### src/rtl/led_blink_pio.sv
// Avalon-MM output PIO for board LEDs: DATA with atomic set/clear plus a per-bit blink engine.
// Read latency 1, writes land on the addressed edge, no wait states; out_port is a pure function of registers.
module led_blink_pio #(
  parameter int unsigned WIDTH       = 18,
  parameter logic [31:0] RESET_VALUE = 32'd0
) (
  input  logic             clk,
  input  logic             reset_n,
  input  logic [2:0]       address,
  input  logic             chipselect,
  input  logic             write_n,
  input  logic [31:0]      writedata,
  output logic [31:0]      readdata,
  output logic [WIDTH-1:0] out_port
);

  localparam logic [2:0] A_DATA   = 3'd0;
  localparam logic [2:0] A_MSK    = 3'd1;
  localparam logic [2:0] A_HALF   = 3'd2;
  localparam logic [2:0] A_SET    = 3'd4;
  localparam logic [2:0] A_CLR    = 3'd5;
  localparam logic [2:0] A_STATUS = 3'd6;

  logic [WIDTH-1:0] data;
  logic [WIDTH-1:0] blink_msk;
  logic [31:0]      half_per;
  logic [31:0]      cnt;
  logic             phase;

  logic             wr_en;
  logic [WIDTH-1:0] wd;
  logic             restart;
  logic             term_cnt;
  logic [31:0]      data_ext;
  logic [31:0]      msk_ext;
  logic [31:0]      rd_mux;
  logic             unused_bits;

  assign wr_en       = chipselect & ~write_n;
  assign wd          = writedata[WIDTH-1:0];
  assign unused_bits = ^writedata;

  // A HALF_PER write always restarts, so a smaller period can never leave cnt past the terminal count.
  assign restart  = wr_en && ((address == A_HALF) || ((address == A_STATUS) && writedata[0]));
  assign term_cnt = (cnt == (half_per - 32'd1));

  always_ff @(posedge clk or negedge reset_n) begin
    if (!reset_n) begin
      data <= RESET_VALUE[WIDTH-1:0];
    end else if (wr_en) begin
      case (address)
        A_DATA:  data <= wd;
        A_SET:   data <= data | wd;
        A_CLR:   data <= data & ~wd;
        default: ;
      endcase
    end
  end

  always_ff @(posedge clk or negedge reset_n) begin
    if (!reset_n) begin
      blink_msk <= '0;
      half_per  <= '0;
    end else if (wr_en) begin
      if (address == A_MSK) blink_msk <= wd;
      if (address == A_HALF) half_per <= writedata;
    end
  end

  always_ff @(posedge clk or negedge reset_n) begin
    if (!reset_n) begin
      cnt   <= '0;
      phase <= 1'b0;
    end else if (restart || (half_per == 32'd0)) begin
      cnt   <= '0;
      phase <= 1'b0;
    end else if (term_cnt) begin
      cnt   <= '0;
      phase <= ~phase;
    end else begin
      cnt   <= cnt + 32'd1;
    end
  end

  always_comb begin
    data_ext              = '0;
    data_ext[WIDTH-1:0]   = data;
    msk_ext               = '0;
    msk_ext[WIDTH-1:0]    = blink_msk;
  end

  always_comb begin
    rd_mux = '0;
    case (address)
      A_DATA:   rd_mux = data_ext;
      A_MSK:    rd_mux = msk_ext;
      A_HALF:   rd_mux = half_per;
      A_STATUS: rd_mux = {31'd0, phase};
      default:  rd_mux = '0;
    endcase
  end

  always_ff @(posedge clk or negedge reset_n) begin
    if (!reset_n) readdata <= '0;
    else          readdata <= rd_mux;
  end

  assign out_port = data & ~(blink_msk & {WIDTH{phase}});

endmodule

### config.mk
export PLATFORM = sky130hd
export DESIGN_NAME = led_blink_pio
export DESIGN_NICKNAME = d
export VERILOG_FILES = /design/src/rtl/led_blink_pio.sv
export SDC_FILE = /design/constraint.sdc
export NUM_CORES = 1
export LEC_CHECK = 0
export CELL_PAD_IN_SITES_DETAIL_PLACEMENT = 0
export CELL_PAD_IN_SITES_GLOBAL_PLACEMENT = 1
export CORE_MARGIN = 4
export CORE_UTILIZATION = 47
export DETAILED_ROUTE_END_ITERATION = 12
export GPL_TIMING_DRIVEN = 1
export PLACE_DENSITY_LB_ADDON = 0.1
export SLEW_MARGIN = 10
export SYNTH_ARGS = -nofsm -noshare
export SYNTH_HDL_FRONTEND = slang
export SYNTH_SLANG_ARGS = --single-unit
### constraint.sdc
create_clock -name clk -period 4.7 [get_ports clk]
set_clock_uncertainty 0.05 [all_clocks]
set_input_delay 0.705 -clock clk [delete_from_list [all_inputs] [get_ports clk]]
set_output_delay 0.705 -clock clk [all_outputs]
set_load 0.03 [all_outputs]
# Yosys cells after proc, flatten, opt, wreduce, memory -nomap -nowiden
# Cells that the tools add are included.
# Widths: inputs -> output; s select.
[word_totals]
in_bits = 39
mem_bits_rw = 0
register_bits = 133
output_inout_bits = 50
elab_cells = 40
latchBits = 0
n_memories = 0
romBits = 0
[classes]
n_reduce_logical = 11
eq_ne = 6
n_mux = 6
div_mod_pow = 0
n_bitwise = 9
n_mul = 0
addsub = 2
shift = 0
magnitude_cmp = 0
[ops]
columns = ["operator", "count"]
rows = [
  ["$pmux 32 s4", 1],
  ["$mux 32", 2],
  ["$and 18x18->18", 3],
  ["$pmux 18 s3", 1],
  ["$not 18->18", 2],
  ["$add 32x1->32 const B", 1],
  ["$eq 32x32->1", 1],
  ["$logic_not 32->1", 1],
  ["$sub 32x1->32 const B", 1],
  ["$or 18x18->18", 1],
  ["$eq 3x3->1 const B", 3],
  ["$reduce_and 2->1", 3],
  ["$eq 3x1->1 const B", 1],
  ["$eq 3x2->1 const B", 1],
  ["$logic_not 3->1", 1],
  ["$reduce_bool 3->1", 1],
  ["$logic_and 1x1->1", 2],
  ["$logic_or 1x1->1", 2],
  ["$mux 1", 2],
  ["$not 1->1", 2],
  ["$reduce_bool 2->1", 1],
  ["$and 1x1->1", 1],
]

# Logic depth before layout (Yosys ltp)
[depth]
word_depth = 6
ltp_mapped = 11
depth_no_buf = 9

# Worst setup path before layout
# OpenSTA, ideal clock, no wires.
[synth_timing]
path_type = "reg-to-reg"
from = "register half_per[3]"
to = "register phase"
path_slack_ns = 1.732
arrival_ns = 2.790
required_ns = 4.522
path_buffers = 2
synth_period_minus_slack_ns = 2.968
stages_incl_launch_ff = 10
setup_time_ns = 0.128
cell_sequence = "dfrtp_1 clkbuf_1 or4_1 buf_2 nor3_1 mux2_2 mux2i_1 nand4_1 nor4_4 mux2_1"
[synth_via]
elab_chain_len = 3
elab_cells_between_ends = 6
cone_classes = "1 x add/sub; 1 x eq/ne; 1 x mux; 3 x reduce/logical"
[synth_lines]
columns = ["element", "line", "rtl"]
rows = [
  ["start: declaration", "26", "logic [31:0] half_per;"],
  ["start signal: assignment", "66", "if (address == A_HALF) half_per <= writedata;"],
  ["$sub 32x1->32 or $logic_not 32->1 (tied branches)", "45, 74", ""],
  ["$eq 32x32->1 or $logic_or 1x1->1 (tied branches)", "45, 74", ""],
  ["$reduce_bool 2->1 (no line) or $mux 1 (tied branches)", "--", ""],
  ["end signal: assignment", "79", "phase <= ~phase;"],
  ["end: declaration", "28", "logic phase;"],
]
# Parallel ways exist; a longest one is shown, timed or not.
# A chain may end at the register's enable or synchronous reset.

# Worst setup path in the final report
[layout_timing]
from = "register half_per[5]"
to = "register phase"
# The elaborated chain is that of the path after synthesis.

==> impl_metrics.json <==
{
  "status": "finished clean",
  "finalWeightedCongestion": 0.8800,
  "synth_seq_cells": 133,
  "yosysSeqAreaShare_pct": 46.62,
  "crit_arrival_ns": 3.96,
  "cts.sinks": 133,
  "hold_viol_final": 0,
  "ys.flop_type": "dfrtp_1",
  "overflow": 0,
  "max_freq_ghz": 0.2695,
  "ys_warn_count": 0,
  "crit_path_frequent_cell": "nand4_1",
  "hp-class": "input pin to async pin",
  "antenna_cells": 0,
  "critPathCaptureType": "flop",
  "clkTransAtPathRegs_ns": 0.06,
  "crit_slowest_cell": "nor4_1",
  "power_density_nw_per_um2": 410.4,
  "fp.dieH_um": 131.3,
  "power_leakage_uw": 0.003625,
  "crit_family": "simple AND/OR/NAND/NOR gates",
  "final_cell_mix": "dfrtp_1 (133), clkdlybuf4s50_1 (87), nor2_1 (72)",
  "final_common_cell": "dfrtp_1",
  "post-route-min-period_ns": 3.710,
  "timing.final.crit_share_pct": 78.94,
  "core_um2": 14700,
  "first_pass_iters": 5,
  "track_usage_pct": 23.28,
  "max_stage_delay_ns": 0.88,
  "syn_nets": 764,
  "vdd_drop_max_mv": 0.2835,
  "final_util_pct": 59.63,
  "rows": 44,
  "avgSynthCellArea_um2": 9.875,
  "htree_levels": 4,
  "critPathMaxFanout": 33,
  "initial_core_util_pct": 48.57,
  "drt_iter0_drc": 340,
  "hpwl_um": 13620,
  "cts_resized": 0,
  "fp.dieW_um": 131.3,
  "drv_slew": 0,
  "antenna_found_initial": 0,
  "worstRegToRegCells": 8,
  "cp.buffers_inverters": 1,
  "fin_nets": 839,
  "cts_hold_buffers": 0,
  "critPathLaunchType": "flop",
  "synth_edf_count": 0,
  "netlist_instances": 723,
  "worstReg2RegEnd": "phase",
  "root_buffer": "clkbuf_16",
  "numCtsBuffers": 17,
  "via_count": 5813,
  "synth_cell_types": 53,
  "post_cts_buffers": 0,
  "drv_cap": 0,
  "fp.dieArea_um2": 17230,
  "ys_async_sr_fraction_pct": 100.0,
  "drc": 0,
  "drive_gt1_share_pct": 12.08,
  "reg2reg_from": "half_per[5]",
  "grt_pass1_vias": 6024,
  "syn2layout_area_growth_pct": 22.77,
  "crit_cells": 8,
  "antenna_left": 0,
  "crit_end": "phase",
  "cts_buffer_depth": 2,
  "finalWirelength_um": 19480,
  "worstSkewPairLatency_ns": 0.42,
  "numPortBuffers": 88,
  "n_fill_cell": 1271,
  "max_slew.worst_pin.slew_ns": 1.122,
  "rsz0062_at_grt": "false",
  "via_per_inst": 5.842,
  "grt_pass1_wl_um": 32360,
  "setup_viol": 0,
  "wl_per_cell_um": 19.58,
  "fin_setup_tns_ns": 0,
  "crit_chain": "nor4_1 -> nand4_1 -> or4_1 -> a22oi_1 -> nand4_1 -> nor4_4 -> buf_4 -> mux2_1",
  "ios": 89,
  "cts_tree": "yes",
  "netlist_area_um2": 7139,
  "rrSetupSlack_ns": 0.99,
  "grt_start_max_net_pins": 97,
  "slew_headroom_pct": 24.99,
  "worst_ep_required_time_ns": 4.95,
  "crit_start": "half_per[5]",
  "crit_type": "flop to flop"
}
==> cells by family after synthesis <==
logic type	Yosys count	synth area share [%]
AND/OR/NAND/NOR	282	20.43
XOR/XNOR	67	8.219
AO/OA/AOI/OAI	114	10.59
multiplexers	71	10.87
flip-flops	133	46.62
adder cells (fa/ha/maj)	2	0.3505
buffers and inverters	54	2.927
==> final cells by class <==
| cell class | instances | area, µm² | area share, % |
|---|---|---|---|
| Multi-Input combinational cell | 536 | 3610 | 41.18 |
| Clock buffer | 22 | 464.2 | 5.296 |
| Timing Repair Buffer | 100 | 972.2 | 11.09 |
| Sequential cell | 133 | 3328 | 37.97 |
| Tap cell | 184 | 230.2 | 2.627 |
| Clock inverter | 10 | 122.6 | 1.399 |
| Inverter | 10 | 37.54 | 0.4283 |
==> registers in the layout (all words and copies together), names as in the netlist <==
register,count
phase,1
data,18
cnt,32
blink_msk,18
half_per,32
readdata,32
==> cells in the mapped netlist, types with 3 or more instances <==
| cell | number | area, µm² |
|---|---|---|
| nand3_1 | 19 | 95.09 |
| o211ai_1 | 3 | 22.52 |
| nand2b_1 | 6 | 37.54 |
| nor4_1 | 14 | 87.58 |
| nand4_1 | 11 | 68.82 |
| nor2b_1 | 6 | 37.54 |
| or4_1 | 11 | 82.58 |
| clkbuf_1 | 33 | 123.9 |
| o31ai_1 | 4 | 30.03 |
| buf_2 | 5 | 25.02 |
| nor3b_1 | 5 | 37.54 |
| a21boi_0 | 19 | 142.6 |
| xnor2_1 | 37 | 324.1 |
| o21ai_0 | 7 | 35.03 |
| nand2_1 | 50 | 187.7 |
| xor2_1 | 30 | 262.8 |
| buf_1 | 6 | 22.52 |
| mux2_2 | 51 | 574.3 |
| dfrtp_1 | 133 | 3328 |
| mux2i_1 | 19 | 190.2 |
| nor3_1 | 45 | 225.2 |
| a21oi_1 | 43 | 215.2 |
| or3_1 | 4 | 25.02 |
| and2_1 | 3 | 18.77 |
| nand3b_1 | 6 | 45.04 |
| a211oi_1 | 19 | 142.6 |
| nor2_1 | 72 | 270.3 |
| and3_1 | 20 | 125.1 |
| inv_1 | 10 | 37.54 |
==> worst min-delay path by stage <==
stage                 startpoint      endpoint  slack, ns  cells past startpoint
CTS                      reset_n  half_per[24]       0.37                      1
finish                   reset_n  readdata[29]       0.31                      1
floorplan                reset_n  blink_msk[0]       0.36                      0
global placement    blink_msk[0]  blink_msk[0]       0.46                      1
detailed placement  blink_msk[8]  blink_msk[8]       0.47                      1
global route             reset_n  readdata[29]       0.40                      1
==> report_power, final <==
group          leakage [µW]  internal (µW)  switching (µW)
registers           0.00175           1290             230
logic               0.00160            357             395
clock network      0.000277            812             510
==> per-layer routing <==
layer	up-vias	track usage (%)	share of wire, %	routed length [µm]
met5	-	0	0	0
li1	2742	-	-	-
met2	151	39.20	49	9619
met4	0	9.160	2.4	463
met1	2884	29.37	44	8570
met3	36	5.199	4.3	829
==> stage by stage <==
step	total power [µW]	hold slack [ns]	setup WS, ns	cell area, µm²	cells
2_1_floorplan	1998	0.3594	1.732	7139	723
3_3_place_gp	2279	0.4556	1.111	8178	963
3_5_place_dp	2294	0.4672	1.006	8178	963
4_1_cts	3626	0.3670	1.001	8765	995
5_1_grt	3778	0.4000	0.7060	8765	995
6_report	3597	0.3053	0.9900	8765	995
No activity file was read; power rests on OpenSTA's default activity.
